File: config.mk
export PLATFORM = sky130hd
export DESIGN_NAME = reg_fd_arbiter_flat
export DESIGN_NICKNAME = d
export VERILOG_FILES = /design/src/rtl/reg_fd_arb_pkg.sv /design/src/rtl/reg_fd_arbiter_if.sv /design/src/rtl/reg_fd_arbiter_rr_pick.sv /design/src/rtl/reg_fd_arbiter.sv /design/src/flat_wrapper.sv
export SDC_FILE = /design/constraint.sdc
export NUM_CORES = 1
export LEC_CHECK = 0
export BUFFER_PORTS_ARGS = -buffer_cell sky130_fd_sc_hd__buf_2
export CAP_MARGIN = 20
export CELL_PAD_IN_SITES_DETAIL_PLACEMENT = 0
export CELL_PAD_IN_SITES_GLOBAL_PLACEMENT = 1
export CORE_UTILIZATION = 35
export CTS_BUF_LIST = sky130_fd_sc_hd__clkbuf_4
export CTS_CLUSTER_SIZE = 16
export DETAILED_ROUTE_END_ITERATION = 12
export GPL_ROUTABILITY_DRIVEN = 0
export GPL_TIMING_DRIVEN = 0
export HOLD_SLACK_MARGIN = 0.05
export PLACE_DENSITY_LB_ADDON = 0.1
export SLEW_MARGIN = 20
export SYNTH_ARGS = -nofsm -noshare
export SYNTH_HDL_FRONTEND = slang
export SYNTH_SLANG_ARGS = --single-unit
File: constraint.sdc
create_clock -name CLK -period 3.46 [get_ports CLK]
set_input_delay 0.519 -clock CLK [delete_from_list [all_inputs] [get_ports CLK]]
set_output_delay 0.519 -clock CLK [all_outputs]
set_load 0.02 [all_outputs]
File: src/rtl/reg_fd_arb_pkg.sv
// reg_fd_arb_pkg: opcodes, FSM states and counter sizing shared by the arbiter files
package reg_fd_arb_pkg;
  localparam logic [1:0] OP_LOAD = 2'b00;
  localparam logic [1:0] OP_CLEAR = 2'b01;
  localparam logic [1:0] OP_SET = 2'b10;
  localparam logic [1:0] OP_INIT = 2'b11;
  typedef enum logic [1:0] {ST_INIT, ST_IDLE, ST_OWN, ST_RELEASE} state_t;
  function automatic int burst_cnt_w(int max_burst);
    return $clog2(max_burst + 1);
  endfunction
endpackage

File: src/rtl/reg_fd_arbiter_if.sv
// reg_fd_arbiter_if: requester-side bundle and shared-register control outputs
interface reg_fd_arbiter_if #(
  parameter int C_WIDTH = 16,
  parameter int C_NUM_REQ = 4
);
  logic [C_NUM_REQ-1:0] REQ, LOCK, GNT, ACK;
  logic [2*C_NUM_REQ-1:0] OP;
  logic [C_WIDTH*C_NUM_REQ-1:0] D;
  logic [C_WIDTH-1:0] REG_D;
  logic BUSY, REG_CE, REG_SCLR, REG_SSET, REG_SINIT;
  modport master (
    output REQ, LOCK, OP, D,
    input GNT, ACK, BUSY, REG_D, REG_CE, REG_SCLR, REG_SSET, REG_SINIT
  );
  modport slave (
    input REQ, LOCK, OP, D,
    output GNT, ACK, BUSY, REG_D, REG_CE, REG_SCLR, REG_SSET, REG_SINIT
  );
endinterface

File: src/rtl/reg_fd_arbiter_rr_pick.sv
// rr_pick: first requester at or above ptr, searching upward with wrap
module rr_pick #(
  parameter int N = 4,
  localparam int IW = $clog2(N)
) (
  input  logic [N-1:0]  req,
  input  logic [IW-1:0] ptr,
  output logic [N-1:0]  win,
  output logic          valid
);
  // scan from farthest to nearest so the closest request wins last
  always_comb begin
    win = '0;
    for (int i = N - 1; i >= 0; i--)
      if (req[(int'(ptr) + i) % N]) begin
        win = '0;
        win[(int'(ptr) + i) % N] = 1'b1;
      end
  end
  assign valid = |req;
endmodule

File: src/rtl/reg_fd_arbiter.sv
// reg_fd_arbiter: round-robin sharing of one CE/SCLR/SSET/SINIT/D register with locked bursts
module reg_fd_arbiter
  import reg_fd_arb_pkg::*;
#(
  parameter int C_WIDTH = 16,
  parameter int C_NUM_REQ = 4,
  parameter int C_MAX_BURST = 8
) (
  input logic CLK,
  input logic SCLR,
  reg_fd_arbiter_if.slave bus
);
  localparam int IW = $clog2(C_NUM_REQ);
  localparam int CW = burst_cnt_w(C_MAX_BURST);
  state_t state, state_n;
  logic [IW-1:0] own, own_n, ptr, ptr_n, win_idx;
  logic [CW-1:0] cnt, cnt_n;
  logic [C_NUM_REQ-1:0] win, ack, ack_n;
  logic [C_WIDTH-1:0] rd, rd_n;
  logic [3:0] ctl, ctl_n;
  logic [1:0] op;
  logic valid;
  rr_pick #(.N(C_NUM_REQ)) u_pick (.req(bus.REQ), .ptr(ptr), .win(win), .valid(valid));
  always_comb begin
    win_idx = '0;
    for (int i = 0; i < C_NUM_REQ; i++)
      if (win[i]) win_idx = IW'(i);
  end
  assign op = bus.OP[2*int'(own) +: 2];
  // ctl packs {ce, sclr, sset, sinit}; only the owner's slices are ever selected
  always_comb begin
    state_n = state;
    own_n = own;
    ptr_n = ptr;
    cnt_n = cnt;
    ack_n = '0;
    rd_n = rd;
    ctl_n = '0;
    case (state)
      ST_INIT: begin
        ctl_n = 4'b1001;
        state_n = ST_IDLE;
      end
      ST_IDLE: if (valid) begin
        own_n = win_idx;
        state_n = ST_OWN;
      end
      ST_OWN: if (!bus.REQ[own]) state_n = ST_RELEASE;
      else begin
        ack_n[own] = 1'b1;
        ctl_n = {1'b1, op == OP_CLEAR, op == OP_SET, op == OP_INIT};
        rd_n = op == OP_LOAD ? bus.D[int'(own)*C_WIDTH +: C_WIDTH] : rd;
        cnt_n = cnt + CW'(1);
        state_n = (!bus.LOCK[own] || cnt_n == CW'(C_MAX_BURST)) ? ST_RELEASE : ST_OWN;
      end
      default: begin
        cnt_n = '0;
        ptr_n = own == IW'(C_NUM_REQ - 1) ? '0 : own + IW'(1);
        state_n = ST_IDLE;
      end
    endcase
  end
  always_ff @(posedge CLK)
    if (SCLR) begin
      state <= ST_INIT;
      own <= '0;
      ptr <= '0;
      cnt <= '0;
      ack <= '0;
      rd <= '0;
      ctl <= '0;
    end else begin
      state <= state_n;
      own <= own_n;
      ptr <= ptr_n;
      cnt <= cnt_n;
      ack <= ack_n;
      rd <= rd_n;
      ctl <= ctl_n;
    end
  assign bus.GNT = state == ST_OWN ? C_NUM_REQ'(1) << own : '0;
  assign bus.ACK = ack;
  assign bus.BUSY = state != ST_IDLE;
  assign bus.REG_D = rd;
  assign {bus.REG_CE, bus.REG_SCLR, bus.REG_SSET, bus.REG_SINIT} = ctl;
endmodule
File: src/flat_wrapper.sv
// flat-port wrapper written by rule: the top's interface ports become plain ports
module reg_fd_arbiter_flat import reg_fd_arb_pkg::*;
#(
  parameter int C_WIDTH = 16,
  parameter int C_NUM_REQ = 4,
  parameter int C_MAX_BURST = 8
)
  (CLK, SCLR, bus_REQ, bus_LOCK, bus_OP, bus_D, bus_GNT, bus_ACK, bus_BUSY, bus_REG_D, bus_REG_CE, bus_REG_SCLR, bus_REG_SSET, bus_REG_SINIT);
  reg_fd_arbiter_if #(.C_WIDTH(C_WIDTH), .C_NUM_REQ(C_NUM_REQ)) bus_i ();
  input logic CLK;
  input logic SCLR;
  input wire logic [$bits(bus_i.REQ)-1:0] bus_REQ;
  input wire logic [$bits(bus_i.LOCK)-1:0] bus_LOCK;
  input wire logic [$bits(bus_i.OP)-1:0] bus_OP;
  input wire logic [$bits(bus_i.D)-1:0] bus_D;
  output wire logic [$bits(bus_i.GNT)-1:0] bus_GNT;
  output wire logic [$bits(bus_i.ACK)-1:0] bus_ACK;
  output wire logic [$bits(bus_i.BUSY)-1:0] bus_BUSY;
  output wire logic [$bits(bus_i.REG_D)-1:0] bus_REG_D;
  output wire logic [$bits(bus_i.REG_CE)-1:0] bus_REG_CE;
  output wire logic [$bits(bus_i.REG_SCLR)-1:0] bus_REG_SCLR;
  output wire logic [$bits(bus_i.REG_SSET)-1:0] bus_REG_SSET;
  output wire logic [$bits(bus_i.REG_SINIT)-1:0] bus_REG_SINIT;
  assign bus_i.REQ = bus_REQ;
  assign bus_i.LOCK = bus_LOCK;
  assign bus_i.OP = bus_OP;
  assign bus_i.D = bus_D;
  assign bus_GNT = bus_i.GNT;
  assign bus_ACK = bus_i.ACK;
  assign bus_BUSY = bus_i.BUSY;
  assign bus_REG_D = bus_i.REG_D;
  assign bus_REG_CE = bus_i.REG_CE;
  assign bus_REG_SCLR = bus_i.REG_SCLR;
  assign bus_REG_SSET = bus_i.REG_SSET;
  assign bus_REG_SINIT = bus_i.REG_SINIT;
  reg_fd_arbiter #(.C_WIDTH(C_WIDTH), .C_NUM_REQ(C_NUM_REQ), .C_MAX_BURST(C_MAX_BURST)) u_core (.CLK(CLK), .SCLR(SCLR), .bus(bus_i));
endmodule
-- Yosys cells after proc, flatten, opt, wreduce, memory -nomap -nowiden
Cells that the tools add are included.
- bits in registers: 34
- latch bits: 0
- memory bits (writable): 0
- memory bits (read-only): 0
- input port bits: 82
- output and inout port bits: 29
- memories kept: 0
- $add $sub $neg: 5
- multipliers: 0
- div/mod/pow operators: 0
- $lt $le $gt $ge: 10
- eq/ne operators: 10
- shifts and indexed selects: 3
- muxes and demuxes: 42
- bitwise gates (word level): 6
- reduce and logical (&&, ||, !) cells: 19
- operators with widths (kind ; count):
    64-bit by 7-bit indexed part select with 16-bit output ; 1
    4-bit 2-to-1 mux ; 7
    1-bit 2-to-1 mux ; 16
    4-bit one-hot mux with 2 select lines ; 2
    1-bit binary-select mux with 2-bit select ; 6
    3-bit by 4-bit less-than comparator with 1-bit output, second input constant ; 3
    1-bit demux with 2-bit select ; 5
    2-bit 2-to-1 mux ; 5
    3-bit by 1-bit greater-or-equal comparator with 1-bit output, second input constant ; 3
    2-bit equality test, second input constant ; 4
    2-bit OR reduction ; 4
    8-bit by 4-bit indexed part select with 2-bit output ; 1
    2-bit by 3-bit less-than comparator with 1-bit output, second input constant ; 2
    3-bit OR reduction ; 2
    1-bit logical AND ; 5
    2-bit by 1-bit adder with 2-bit output, second input constant ; 2
    2-bit adder, second input constant ; 2
    4-bit by 1-bit adder with 4-bit output, second input constant ; 1
    2-bit by 1-bit equality test with 1-bit output, second input constant ; 2
    4-bit equality test, second input constant ; 1
    2-bit by 1-bit greater-or-equal comparator with 1-bit output, second input constant ; 2
    2-bit logical NOT ; 2
    2-bit by 1-bit != test with 1-bit output, second input constant ; 2
    2-bit one-hot mux with 2 select lines ; 1
    9 further kinds ; 14

-- Logic depth before layout (Yosys ltp)
Gate-level depths: netlist of the first run.
- depth in word-level cells: 14
- depth in mapped cells: 8
- depth with buffers taken out: 7

-- Hierarchy
Synthesis of the first run repeated with hierarchy kept, for this count alone.
- cell total of the unflattened synthesis: 243
- area total of the unflattened synthesis: 2393.5 um^2
- by module, submodules not included (module ; times used ; cells an instance ; area an instance (um^2)):
    reg_fd_arbiter ; 1 ; 195 ; 1971.9
    rr_pick ; 1 ; 48 ; 421.7

-- Worst setup path after synthesis of the first run
OpenSTA, ideal clock, no wires.
- path type: reg2reg
- start: register u_core.ptr[0]
- end: register u_core.own[1]
- library setup time: 0.133 ns
- data arrival time: 2.331 ns
- data required time: 3.327 ns
- path slack: 0.996 ns
- cell stages (with the launch flop): 9
- path buffers: 1
- clock period less this slack: 2.464 ns
- cell sequence: dfxtp_1 -> buf_2 -> inv_1 -> ha_1 -> mux4_2 -> a31o_2 -> a221o_1 -> a21oi_1 -> a311oi_1
- longest elaborated chain between the ends: 13
- elaborated cells on any way between the ends: 46
- those cells by class: add/sub: 3; order compare: 8; mux: 25; bitwise: 3; reduce/logical: 7
- ends and longest elaborated chain (what ; line ; RTL):
    from (decl) ; reg_fd_arbiter.sv:16 ; logic [IW-1:0] own, own_n, ptr, ptr_n, win_idx;
    from (signal assigned) ; reg_fd_arbiter.sv:75 ; ptr <= ptr_n;
    2-bit adder ; reg_fd_arbiter_rr_pick.sv:15, reg_fd_arbiter_rr_pick.sv:17 ;
    2-bit OR reduction (no source line) ; n/a ;
    1-bit AND (no source line) ; n/a ;
    3-bit by 4-bit less-than comparator with 1-bit output (not written as such) or 3-bit by 1-bit greater-or-equal comparator with 1-bit output (tied branches) ; reg_fd_arbiter_rr_pick.sv:17 ; win[(int'(ptr) + i) % N] = 1'b1;
    1-bit logical AND (not written as such) ; reg_fd_arbiter_rr_pick.sv:17 ;
    1-bit 2-to-1 mux (not written as such) ; reg_fd_arbiter_rr_pick.sv:17 ;
    1-bit demux with 2-bit select ; reg_fd_arbiter_rr_pick.sv:17 ;
    4-bit 2-to-1 mux (3 in series) ; reg_fd_arbiter_rr_pick.sv:15 ; if (req[(int'(ptr) + i) % N]) begin
    4-bit 2-to-1 mux (*) ; reg_fd_arbiter_rr_pick.sv:15 ;
    2-bit 2-to-1 mux ; reg_fd_arbiter.sv:27 ; if (win[i]) win_idx = IW'(i);
    2-bit 2-to-1 mux (*) ; reg_fd_arbiter.sv:27 ;
    to (signal assigned) ; reg_fd_arbiter.sv:74 ; own <= own_n;
    to (decl) ; reg_fd_arbiter.sv:16 ;
Every way passes the cells marked *; elsewhere a longest branch is shown, timed or not. The select of a mux whose other input is x is not followed.
A chain may end at the register's enable or synchronous reset.

-- Final worst setup path of the first run
- start: register u_core.own[1]
- end: output bus_GNT[0]
- longest elaborated chain between the ends: 2
- ends and longest elaborated chain (what ; line ; RTL):
    1-bit by 2-bit << shifter with 4-bit output ; reg_fd_arbiter.sv:81 ; assign bus.GNT = state == ST_OWN ? C_NUM_REQ'(1) << own : '0;
    4-bit 2-to-1 mux ; reg_fd_arbiter.sv:81 ;
    to (decl) ; flat_wrapper.sv:16 ; output wire logic [$bits(bus_i.GNT)-1:0] bus_GNT;
Every way passes these cells.

==> flow_summary.toml, run 1 <==
[global_route]
antenna_found_initial = 0
use_met1 = 0.215
grt_pass1_vias = 1856
busiest_layer = "met2"
grt_use_total = 0.168
grt_pass1_wl_um = 8540
grt_max_degree = 12
use_met3 = 0.0374
use_met2 = 0.279
grt_overflow = 0

[clock_tree]
path_clk_slew_ns = 0.11
htree_levels = 2
cts_setup_buffers = 0
cts.sink_count = 34
cts_buffers = 5
cts_buffer_depth = 2
post_cts_resize_count = 0
root_buffer = "clkbuf_4"
insertion_delay_ns = 0.33
cts.hold.buffers_added = 0
cts_tree = "built"

[final_layout]
fin_nets = 426
mostFrequentLayoutCell = "buf_2"
diodes = 0
layout-drive-gt1-share = 0.456
area_growth_pct = 31.1
final_cell_mix = "buf_2, dfxtp_1, nor2_1, mux4_2, mux2i_1"
num-fill-cells = 604

[sta]
clock_skew_ns = 0.00379
hold_ws_ns = 0.498
setup-tns-final_ns = 0
slew_viol_final = 0
layout_min_cycle_time_ns = 3.06
period_share = 0.884
hold_violations = 0
rsz0062_at_grt = "false"
slew_headroom = 0.507
final-setup-viol-count = 0
tightest_slew_ns = 0.740
max_freq_mhz = 327

[routing]
drc_errors = 0
drtAntennaViolNets = 0
drt_iter0_markers = 66
vias = 2052
post_drt_wl_per_cell_um = 14.1
dr.pass1.iters = 4
drt_wl_total_um = 5710
viasPerCell = 5.08

[power_and_ir_drop]
cellPowerDensity_nw_per_um2 = 433
comb_power_share = 0.482
seq_power_share = 0.354
netSwitchingFraction = 0.368
leakagePower_nw = 1.29
p_switching_w = 0.000470
clkPwrFrac = 0.165
p_int_w = 0.000807
vdd_drop_max_mv = 0.215

[die]
die_x_um = 82.2
start_util = 0.371
die_h_um = 82.2
ios = 111
row_count = 28
coreArea_sq_um = 6060
dieArea_sq_um = 6750

[critical_path]
cp-start-kind = "flip-flop"
end_kind = "output port"
worstPathArrival_ns = 2.54
critical_path_class = "reg -> out"
cp_max_fo = 10
required_ns = 2.94

[min_path]
hold_class = "reg -> reg"

[place]
port_buffers = 110
dp_hpwl_um = 4620

[synth]
async_flop_share = 0
synthXorXnorAreaFrac = 0.00390
muxShareOfSynthArea = 0.338
syn-cell-area_sq_um = 2250
synth-simple-area-share = 0.146
synth_top_family_by_area = "multiplexers"
synthAdderAreaFrac = 0.0890
syn_nets = 309
synth_flop_cell = "dfxtp_1"
yosysSeqAreaShare = 0.303
synthCells = 211
synth_edf_count = 0
synth_warnings = 0
postSynthAreaPerCell_sq_um = 10.7
synth.ff_latch_count = 34
ys_types = 41
synth_compound_area_frac = 0.0757

[flow_run]
drv_cap = 0

[outcome]
outcome = "completed"
cell families (layout without fill, tap and decap cells):
| family | Yosys count | count (layout) |
|---|---|---|
| xor gates and xnor gates | 1 | 1 |
| muxes | 47 | 47 |
| AOI/OAI and AO/OA | 25 | 25 |
| buffers and inverters | 21 | 139 |
| and+or+nand+nor | 67 | 67 |
| adders and majority gates | 16 | 16 |
| DFF | 34 | 34 |
stage by stage:
step / cells / power, W / util / cell area [sq um] / setup slack [ns]
3_3_place_gp: 396 / 0.00108 / 0.477 / 2890 / 0.731
2_1_floorplan: 211 / 0.000920 / - / 2250 / 0.996
3_5_place_dp: 396 / 0.00108 / 0.477 / 2890 / 0.711
6_report: 404 / 0.00128 / 0.486 / 2950 / 0.402
4_1_cts: 404 / 0.00130 / 0.486 / 2950 / 0.338
5_1_grt: 404 / 0.00138 / 0.486 / 2950 / 0.209
power by group through the flow:
stage | Sequential [W] | Combinational [W] | Clock (W)
after CTS | 0.000451 | 0.000626 | 0.000219
after detailed placement | 0.000461 | 0.000624 | 0
final | 0.000452 | 0.000616 | 0.000210
after global placement | 0.000460 | 0.000623 | 0
after floorplan | 0.000472 | 0.000448 | 0
after global routing | 0.000456 | 0.000683 | 0.000238
per-layer routing:
layer | routed length (um) | part of all wire
met5 | 0 | 0
met4 | 81 | 0.014
met3 | 472 | 0.083
met2 | 2700 | 0.47
met1 | 2450 | 0.43
synthesized netlist by cell type (all sizes together), types with 2 or more instances:
| library cell | instances | share of area |
|---|---|---|
| inv | 11 | 0.018 |
| and2 | 9 | 0.025 |
| nor4b | 2 | 0.0078 |
| a21oi | 7 | 0.016 |
| mux4 | 22 | 0.22 |
| nand3 | 4 | 0.0089 |
| buf | 7 | 0.021 |
| nand2 | 14 | 0.024 |
| clkbuf | 3 | 0.0050 |
| dfxtp | 34 | 0.30 |
| a31o | 2 | 0.0078 |
| nor3 | 2 | 0.0095 |
| or3 | 2 | 0.0056 |
| ha | 16 | 0.089 |
| nor2 | 27 | 0.045 |
| mux2 | 2 | 0.010 |
| nand2b | 3 | 0.0083 |
| mux2i | 23 | 0.11 |
| o21ai | 2 | 0.0045 |
| nand4 | 2 | 0.0056 |
| o22ai | 3 | 0.0083 |
final timing paths:
kind / startpoint / to / depth (start not counted) / slack [ns]
worst min-delay path: u_core.bus.REG_D[0] / u_core.bus.REG_D[0] / 2 / 0.50
worst min register to register: u_core.bus.REG_D[0] / u_core.bus.REG_D[0] / 2 / 0.50
worst max-delay path: u_core.own[1] / bus_GNT[0] / 6 / 0.40
worst max register to register: u_core.ptr[0] / u_core.own[1] / 8 / 0.69
flip-flops by register name, indices dropped and copies added (netlist names):
name	cells
u_core.ctl	4
u_core.bus.ACK	4
u_core.bus.REG_D	16
u_core.state	2
u_core.own	2
u_core.ptr	2
u_core.cnt	4
worst max-delay path, cell delays in order (launching register included):
cell	delay, ns
dfxtp_1	0.51
buf_1	0.50
buf_1	0.54
inv_1	0.14
ha_1	0.22
and2_1	0.15
buf_2	0.15
layout make-up:
cell class	count	area, sq um	share of cell area
Timing Repair Buffer	110	551	0.187
Multi-Input combinational cell	156	1470	0.498
Clock buffer	5	37.5	0.0127
Sequential cell	34	681	0.231
Inverter	11	41.3	0.0140
Tap cell	75	93.8	0.0318
Clock inverter	3	16.3	0.00552
Buffer	10	58.8	0.0200
No activity file was read; power rests on OpenSTA's default activity.
==> run 2: changes to the inputs <==
--- a/config.mk
+++ b/config.mk
@@ -7,7 +7,7 @@
 export LEC_CHECK = 0
 export BUFFER_PORTS_ARGS = -buffer_cell sky130_fd_sc_hd__buf_2
 export CAP_MARGIN = 20
-export CELL_PAD_IN_SITES_DETAIL_PLACEMENT = 0
+export CELL_PAD_IN_SITES_DETAIL_PLACEMENT = 1
 export CELL_PAD_IN_SITES_GLOBAL_PLACEMENT = 1
 export CORE_UTILIZATION = 35
 export CTS_BUF_LIST = sky130_fd_sc_hd__clkbuf_4
==> run 2 against run 1 <==
Die area unchanged. Critical path type unchanged. Critical path depth did not move. Clock power is 75% higher. Largest cell class unchanged. Combinational power increased by 0.6%. Highest routed layer unchanged. Total power grew 13%.
==> flow_summary.toml, run 2 (same netlist as run 1, synthesis figures left out) <==
[outcome]
outcome = "completed"

[final_layout]
seqCellArea_sq_um = 681
layout-drive-gt1-share = 0.459
fin_area_sq_um = 3000
fin_nets = 426
area_growth_pct = 33.4
mostFrequentLayoutCell = "buf_2"
layout.cells.non_filler = 404
largest_register_ffs = 16
final_cell_mix = "buf_2, dfxtp_1, nor2_1, mux4_2, mux2i_1"
num-fill-cells = 715
multi_input_comb_area_sq_um = 1470
diodes = 0

[power_and_ir_drop]
leakagePower_nw = 1.32
vdd_drop_max_mv = 0.266
cellPowerDensity_nw_per_um2 = 480

[critical_path]
cp-start-kind = "flip-flop"
cp_max_fo = 10
critPathBufInv = 4
critPathSlowestCell = "buf_1"
required_ns = 2.94
critical_path_class = "reg -> out"
cp_common_cell = "buf_1"
worstPathArrival_ns = 2.56
crit_family = "buffers and inverters"
end_kind = "output port"
max_stage_delay_ns = 0.52
path_cells = "buf_1 -> buf_1 -> inv_1 -> ha_1 -> and2_1 -> buf_2"

[clock_tree]
insertion_delay_ns = 0.32
path_clk_slew_ns = 0.11
cts_tree = "built"
post_cts_resize_count = 0
cts_buffers = 5
cts.hold.buffers_added = 0
cts.sink_count = 34
root_buffer = "clkbuf_4"
cts_setup_buffers = 0
htree_levels = 2
cts_buffer_depth = 2

[sta]
tightest_slew_ns = 0.694
hold_violations = 0
final-setup-viol-count = 0
setup_slack_ns = 0.381
slew_headroom = 0.537
max_freq_mhz = 325
clock_skew_ns = 0.00586
rsz0062_at_grt = "false"
setup-tns-final_ns = 0
layout_min_cycle_time_ns = 3.08
slew_viol_final = 0
period_share = 0.890

[global_route]
grt_pass1_vias = 2034
grt_overflow = 0
grt_max_degree = 13
grt_use_total = 0.181
grt_pass1_wl_um = 9360
antenna_found_initial = 0

[routing]
drc_errors = 0
viasPerCell = 5.07
vias = 2047
drt_iter0_markers = 39
top_layer = "met4"
dr_wl_met2_um = 3070
route.met3.wl_um = 405
post_drt_wl_per_cell_um = 15.1
dr.pass1.iters = 4
wl_met1_um = 2610
drt_wl_total_um = 6120
drtAntennaViolNets = 0

[die]
dieArea_sq_um = 6750
die_h_um = 82.2
start_util = 0.371
ios = 111
row_count = 28
die_x_um = 82.2
coreArea_sq_um = 6060

[place]
dp_hpwl_um = 5090
dp.cells = 396
place_area_sq_um = 2890
preCtsSetupSlack_ns = 0.697
port_buffers = 110

[flow_run]
drv_cap = 0

[min_path]
hold_class = "reg -> reg"
## run 2: cell count changes in the layout (fill, tap and decap cells not counted), sizes merged
cell      previous run  this run
clkinvlp             1         0
bufinv               0         2
clkinv               2         1
## run 2: layout make-up
cell class / count / area share
tap: 75 / 0.0313
clock inverter: 3 / 0.0229
sequential: 34 / 0.227
clock buffer: 5 / 0.0125
buffer: 10 / 0.0196
inverter: 11 / 0.0138
timing repair buffer: 110 / 0.184
multi-input combinational: 156 / 0.489
## run 2: report_power, final
part | switching (W) | internal (W) | leakage [nW]
combinational | 0.000310 | 0.000310 | 0.986
sequential | 0.0000302 | 0.000423 | 0.276
clock | 0.000142 | 0.000226 | 0.0554
## run 2: worst min-delay path, delay by kind of cell, from the launching register on
kind	cells	cell delay [ns]
and+or+nand+nor	1	0.07
DFF	1	0.34
muxes	1	0.06
## run 2: metal layers
metal | vias up | track usage
li1 | 1011 | -
met1 | 973 | 0.218
met3 | 2 | 0.0385
met4 | 0 | 0.0316
met2 | 61 | 0.331
met5 | - | 0
## run 2: final timing paths
path                             start                    to  slack, ns  cells past startpoint
setup reg to reg         u_core.ptr[0]         u_core.own[1]       0.70                      8
hold / removal    u_core.bus.REG_D[10]  u_core.bus.REG_D[10]       0.50                      2
hold reg to reg   u_core.bus.REG_D[10]  u_core.bus.REG_D[10]       0.50                      2
setup / recovery         u_core.own[1]            bus_GNT[0]       0.38                      6
## run 2: stage by stage
| stage | util | hold WS, ns | power (W) |
|---|---|---|---|
| floorplan | - | 0.471 | 0.000920 |
| global placement | 0.477 | 0.470 | 0.00108 |
| detailed placement | 0.477 | 0.482 | 0.00109 |
| CTS | 0.495 | 0.508 | 0.00146 |
| global route | 0.495 | 0.525 | 0.00153 |
| finish | 0.495 | 0.504 | 0.00144 |
